===== config.mk =====
export PLATFORM = sky130hd
export DESIGN_NAME = bin_to_bcd_seq
export DESIGN_NICKNAME = d
export VERILOG_FILES = /design/src/rtl/display_pkg.sv /design/src/rtl/bcd_add3.sv /design/src/rtl/bin_to_bcd_seq.sv
export SDC_FILE = /design/constraint.sdc
export NUM_CORES = 1
export LEC_CHECK = 0
export ABC_AREA = 1
export BUFFER_PORTS_ARGS = -buffer_cell sky130_fd_sc_hd__buf_4
export CORE_MARGIN = 1
export CORE_UTILIZATION = 50
export DETAILED_ROUTE_END_ITERATION = 10
export GPL_TIMING_DRIVEN = 0
export HOLD_SLACK_MARGIN = 0.03
export PLACE_DENSITY = 0.71
export SYNTH_ARGS = -nofsm -noshare
export SYNTH_HDL_FRONTEND = slang
export SYNTH_SLANG_ARGS = --single-unit

===== constraint.sdc =====
create_clock -name clk -period 3.9 [get_ports clk]
set_input_delay 0.78 -clock clk [delete_from_list [all_inputs] [get_ports clk]]
set_output_delay 0.78 -clock clk [all_outputs]
set_load 0.05 [all_outputs]

===== src/rtl/display_pkg.sv =====
// Shared definitions for the display path: converter FSM states and BCD sizing constants.
package display_pkg;

   typedef enum logic [1:0] {
      IDLE,
      SHIFT,
      DONE
   } state_t;

   localparam int BCD_DIGITS = 4;
   localparam int BCD_MAX    = 9999;
   localparam int DIGITS_W   = 16;

endpackage


===== src/rtl/bcd_add3.sv =====
// Double-dabble nibble corrector: a digit of 5 or more gets +3 so the next shift carries correctly.
module bcd_add3 (
   input  logic [3:0] nibble_in,
   output logic [3:0] nibble_out
);

   assign nibble_out = (nibble_in >= 4'd5) ? nibble_in + 4'd3 : nibble_in;

endmodule


===== src/rtl/bin_to_bcd_seq.sv =====
// Sequential binary-to-BCD converter (shift-and-add-3), saturating at 9999, with a start/busy/done handshake.
module bin_to_bcd_seq
   import display_pkg::*;
#(
   parameter int BIN_W = 14
) (
   input  logic                clk,
   input  logic                rst_n,
   input  logic                start,
   input  logic [BIN_W-1:0]    bin,
   output logic                busy,
   output logic                done,
   output logic [DIGITS_W-1:0] digits,
   output logic                ovf
);

   localparam int CNT_W = $clog2(BIN_W + 1);

   state_t               state;
   logic [BIN_W-1:0]     bin_reg;
   logic [DIGITS_W-1:0]  scratch;
   logic [DIGITS_W-1:0]  corrected;
   logic [CNT_W-1:0]     iter_cnt;
   logic                 ovf_pend;
   logic                 over_range;

   // Constant-false when BIN_W is too narrow to exceed 9999.
   assign over_range = (32'(bin) > 32'(BCD_MAX));

   for (genvar g = 0; g < BCD_DIGITS; g++) begin : g_add3
      bcd_add3 u_add3 (
         .nibble_in  (scratch[4*g +: 4]),
         .nibble_out (corrected[4*g +: 4])
      );
   end

   // The scratch MSB is rotated into bin_reg's free LSB rather than dropped; it is always 0
   // because the value is saturated, and bin_reg's low bits are never read after shifting.
   always_ff @(posedge clk or negedge rst_n) begin
      if (!rst_n) begin
         state    <= IDLE;
         bin_reg  <= '0;
         scratch  <= '0;
         iter_cnt <= '0;
         ovf_pend <= 1'b0;
         busy     <= 1'b0;
         done     <= 1'b0;
         digits   <= '0;
         ovf      <= 1'b0;
      end else begin
         done <= 1'b0;
         case (state)
            IDLE: begin
               if (start) begin
                  if (over_range) begin
                     bin_reg  <= BIN_W'(BCD_MAX);
                     ovf_pend <= 1'b1;
                  end else begin
                     bin_reg  <= bin;
                     ovf_pend <= 1'b0;
                  end
                  scratch  <= '0;
                  iter_cnt <= '0;
                  busy     <= 1'b1;
                  state    <= SHIFT;
               end
            end
            SHIFT: begin
               scratch  <= {corrected[DIGITS_W-2:0], bin_reg[BIN_W-1]};
               bin_reg  <= {bin_reg[BIN_W-2:0], corrected[DIGITS_W-1]};
               iter_cnt <= iter_cnt + CNT_W'(1);
               if (iter_cnt == CNT_W'(BIN_W - 1)) begin
                  state <= DONE;
               end
            end
            DONE: begin
               digits <= scratch;
               ovf    <= ovf_pend;
               done   <= 1'b1;
               busy   <= 1'b0;
               state  <= IDLE;
            end
            default: state <= IDLE;
         endcase
      end
   end

endmodule


After elaboration in Yosys (flattened, before gate mapping). Cells that the tools add are included.

Bits in registers: 56. Input bits: 17.

Reduce and logical (&&, ||, !) cells: 7. Multiplexer cells: 18. Magnitude comparators: 5. Add/subtract/negate cells: 5. Eq/ne operators: 5.

Operators by type and width (number): 16-bit one-hot mux with 2 select lines (1); 14-bit two-way mux (2); 14-bit one-hot mux with 2 select lines (1); 4-bit two-way mux (5); 4-bit by 2-bit adder with 4-bit output, second input constant (4); 4-bit by 3-bit greater-or-equal comparator with 1-bit output, second input constant (4); 16-bit two-way mux (1); 14-bit greater-than comparator, second input constant (1); 4-bit one-hot mux with 2 select lines (1); 2-bit AND reduction (4); 4-bit by 1-bit adder with 4-bit output, second input constant (1); 4-bit equality test, second input constant (1); 2-bit two-way mux (2); 2-bit inequality test, second input constant (2); 2-bit one-hot mux with 2 select lines (1); 2-bit nonzero test (2); 1-bit two-way mux (3); 2-bit by 1-bit equality test with 1-bit output, second input constant (1); 2-bit equality test, second input constant (1); 2-bit zero test (1); 1-bit one-hot mux with 2 select lines (1).

Longest topological paths before layout.
Depth after elaboration: 4. Gate-level depth with buffers: 9. Mapped depth without buffers: 9.

Cells and area by module. From an unflattened synthesis, not the netlist that was laid out.

Cell total of the unflattened synthesis: 363. Area, all modules: 2930.3 um^2.

Modules (own cells, without submodules): bin_to_bcd_seq (area each 2389.8 um^2, seq. area each 1401.3 um^2, instances 1, cells each 271); bcd_add3 (area each 135.1 um^2, seq. area each 0.0 um^2, instances 4, cells each 23).

Worst setup path before layout. Ideal clock, no wire load.

Path kind: input to register. From: input start. To: register bin_reg[4]. Cell stages on the path: 6. Setup time: 127 ps. Setup slack: 2364 ps. Arrival: 1409 ps. Required time: 3773 ps. Cell sequence: nand2_2 > nor2_4 > nor2_8 > buf_6 > a22oi_1 > o21ai_1.

Cells in the longest elaborated chain, start to end: 2.

RTL lines: from (decl) (RTL line bin_to_bcd_seq.sv:9) `input logic start,`; 2-bit inequality test (no source line); 2-bit AND reduction (no source line); to (signal assigned) (RTL line bin_to_bcd_seq.sv:56) `bin_reg <= BIN_W'(BCD_MAX);`; to (signal assigned) (RTL line bin_to_bcd_seq.sv:59) `bin_reg <= bin;`; to (signal assigned) (RTL line bin_to_bcd_seq.sv:70) `bin_reg <= {bin_reg[BIN_W-2:0], corrected[DIGITS_W-1]};`; to (decl) (RTL line bin_to_bcd_seq.sv:20) `logic [BIN_W-1:0] bin_reg;`.

No other way between the ends. A chain may end at the register's enable or synchronous reset.

Worst setup path in the final report.
From: register digits[8]. To: output digits[8].

RTL lines: from (decl) (RTL line bin_to_bcd_seq.sv:13) `output logic [DIGITS_W-1:0] digits,`; from (signal assigned) (RTL line bin_to_bcd_seq.sv:77) `digits <= scratch;`.

No word-level cell between the ends.

==> flow_metrics.tcl <==
set metrics [dict create \
    slew_viol_final 0 \
    drive_gt1_share_pct 24.4 \
    reg2reg_to "scratch[2]$_DFFE_PN0P_" \
    postCtsSetupRepairBufs 0 \
    seqPwrFrac_pct 34.9 \
    numCtsBuffers 5 \
    critPathTopFamily "flip-flops" \
    synth_mux_area_share_pct 0 \
    async_flop_share_pct 100 \
    drt-vias-per-instance 5.13 \
    syn-num-nets 334 \
    grt_usage_pct 19.7 \
    post-dp-hpwl_um 3740 \
    ios 36 \
    synth.avg_cell_area_um2 9.08 \
    start_util_pct 53.2 \
    fillers 493 \
    busiest_layer "met2" \
    antenna_found_initial 0 \
    crit_type "flop to output pin" \
    synth_top_family_by_area "compound AO/OA/AOI/OAI gates" \
    tightest_slew_ns 0.709 \
    finalCritPeriodShare_pct 43.1 \
    synth-main-ff-cell "dfrtp_1" \
    fp.dieW_um 76.7 \
    gr-usage-met2_pct 33.2 \
    clockBufferDepth 2 \
    overflow 0 \
    yosysTopAreaCell "dfrtp_1" \
    internal_power_mw 1.58 \
    synth_cells 307 \
    cp-end-kind "output pin" \
    cts_resized 0 \
    synth-xor-area-share_pct 1.26 \
    grt_setup_unrepaired "false" \
    cts_root_buf "clkbuf_8" \
    fin_cells 419 \
    synthTopCellsByCount "nand2_1 (72), dfrtp_1 (56), o21ai_0 (31), inv_1 (30), nor2_1 (17)" \
    drv_cap 0 \
    drc 0 \
    gp_congestion 0.793 \
    ys_seq_area_share_pct 50.2 \
    period_minus_slack_ns 1.68 \
    clk_latency_ns 0.31 \
    use_met3_pct 4.05 \
    yosys-top-cells-area "dfrtp_1 (50%), nand2_1 (9.7%), o21ai_0 (5.6%), ha_1 (4.5%), inv_1 (4.0%)" \
    rows 26 \
    clock_skew_ns 0.00601 \
    outcome "complete, no violations" \
    peakVddDrop_v 0.000318 \
    path_max_fanout 2 \
    portBuffers 35 \
    drtIter0Drc 76 \
    setup-tns-final_ns 0 \
    cts.sinks 56 \
    ys_ff_latch 56 \
    ant_nets 0 \
    power_mw 2.88 \
    grt_max_degree 57 \
    rrSetupSlack_ns 2.34 \
    synth-adder-area-share_pct 4.49 \
    synth_edf_count 0 \
    p_leak_nw 1.61 \
    grt_pass1_vias 2024 \
    synth-simple-area-share_pct 17.2 \
    clkSlewWorstSetupHoldPaths_ns 0.10 \
    synth-compound-area-share_pct 18.8 \
    cp.arrival_ns 0.90 \
    htreeDepth 2 \
    syn_area_um2 2790 \
    clock_power_share_pct 11.8 \
    synth_top_cell_area_share_pct 50.2 \
    p_per_area_nw_per_um2 890 \
    dieHeight_um 76.7 \
    cp.required_ns 3.12 \
    crit_buf_inv 1 \
    setup_viol 0 \
    drt_first_pass_iters 4 \
    routed_wl_um 5340 \
    routedWlPerCell_um 12.7 \
    pwr-share-comb_pct 53.3 \
    r2r-start "scratch[0]$_DFFE_PN0P_" \
    yosysMostFrequentCell "nand2_1" \
    worst_hold_path.endpoint "ovf$_DFFE_PN0P_" \
    core_area_um2 5240 \
    max_freq_mhz 594 \
    grt_first_pass_wirelength_um 9210 \
    worstHoldPathCells 2 \
    cp_slowest_cell "dfrtp_1" \
    min_from "ovf$_DFFE_PN0P_" \
    swShare_pct 45.2 \
    netSwitchingPower_mw 1.30 \
    nNetsFinal 376 \
    max_stage_delay_ns 0.40 \
    cp-start-kind "flop" \
    synth_warnings 0 \
    placed_cells 412 \
    gr-usage-met1_pct 25.9 \
    finalHoldViolCount 0 \
    num_vias 2149 \
    ys_types 27 \
    dieArea_um2 5880 \
    rr_worst_depth 7 \
    antennaDiodeCount 0 \
    holdBufCountCts 0 \
    area_growth_syn_to_layout_pct 16.0 \
    hp-class "flop to flop" \
    slew_headroom_pct 52.7 \
    worstPathCellList "buf_4" \
    cts_tree "done" \
]
## power groups by stage
stage                     clock network [mW]  registers, mW  logic, mW
after CTS                              0.348           1.00       1.55
after detailed placement                   0           1.01       1.54
after global routing                   0.366           1.04       1.70
after global placement                     0           1.01       1.52
final                                  0.340           1.00       1.54
after floorplan                            0           1.20      0.989
## through the flow
stage / area, µm² / hold slack [ns] / setup WS (ns) / util, %
global route: 3240 / 0.512 / 2.19 / 61.8
finish: 3240 / 0.481 / 2.22 / 61.8
detailed placement: 3140 / 0.466 / 2.06 / 59.9
global placement: 3140 / 0.467 / 2.06 / 59.9
CTS: 3240 / 0.487 / 2.21 / 61.8
floorplan: 2790 / 0.449 / 2.36 / -
## logic make-up after synthesis
group                      Yosys count
adders and majority gates           10
xor gates and xnor gates             4
AOI/OAI and AO/OA                   81
DFF                                 56
and+or+nand+nor                    110
buffers and inverters               46
## worst max-delay path by stage
| stage | startpoint | endpoint | slack [ns] | depth (start not counted) |
|---|---|---|---|---|
| after floorplan | start | bin_reg[4]$_DFFE_PN0P_ | 2.36 | 6 |
| after global placement | bin[4] | ovf_pend$_DFFE_PN0P_ | 2.06 | 8 |
| after detailed placement | bin[4] | ovf_pend$_DFFE_PN0P_ | 2.06 | 8 |
| after CTS | digits[8]$_DFFE_PN0P_ | digits[8] | 2.21 | 1 |
| after global routing | digits[8]$_DFFE_PN0P_ | digits[8] | 2.19 | 1 |
| final | digits[8]$_DFFE_PN0P_ | digits[8] | 2.22 | 1 |
## per-layer routing
metal | part of all wire, % | up-vias | wire length [µm]
met3 | 3.2 | 4 | 172
met5 | 0 | - | 0
met4 | 0.81 | 0 | 43
li1 | - | 1084 | -
met2 | 48 | 40 | 2550
met1 | 48 | 1021 | 2580
## layout by cell type, fill, tap and decap left out
cell type  instances
clkbuf_8           7
inv_4              1
nand3_1           12
nor2_4             3
inv_1             30
xor2_1             4
buf_6              5
nand2_2            1
nor2_8             1
dfrtp_1           56
inv_2              4
buf_2              4
o21ai_2            9
a32o_1             1
a21oi_2            1
clkbuf_2           1
o21ai_1           10
o21ai_0           31
a22oi_1            4
nor2_1            17
or2_2              4
nand2_1           72
o22ai_2            8
ha_1              10
a21oi_1           14
buf_4             36
o21a_1             1
o211ai_1           2
## worst min-delay path: cells and delay by family, from the launching register on
| family | cells | cell delay, ns |
|---|---|---|
| flops | 1 | 0.35 |
| simple gates | 2 | 0.11 |
## final cells by class
cell class | instances | area [µm²] | area share, %
Buffer | 11 | 88.8 | 2.75
Sequential cell | 56 | 1400 | 43.3
Inverter | 35 | 134 | 4.14
Tap cell | 70 | 87.6 | 2.71
Clock buffer | 7 | 96.3 | 2.98
Multi-Input combinational cell | 205 | 1160 | 36.0
Timing Repair Buffer | 35 | 263 | 8.12
(Power assumes the default switching activity.)
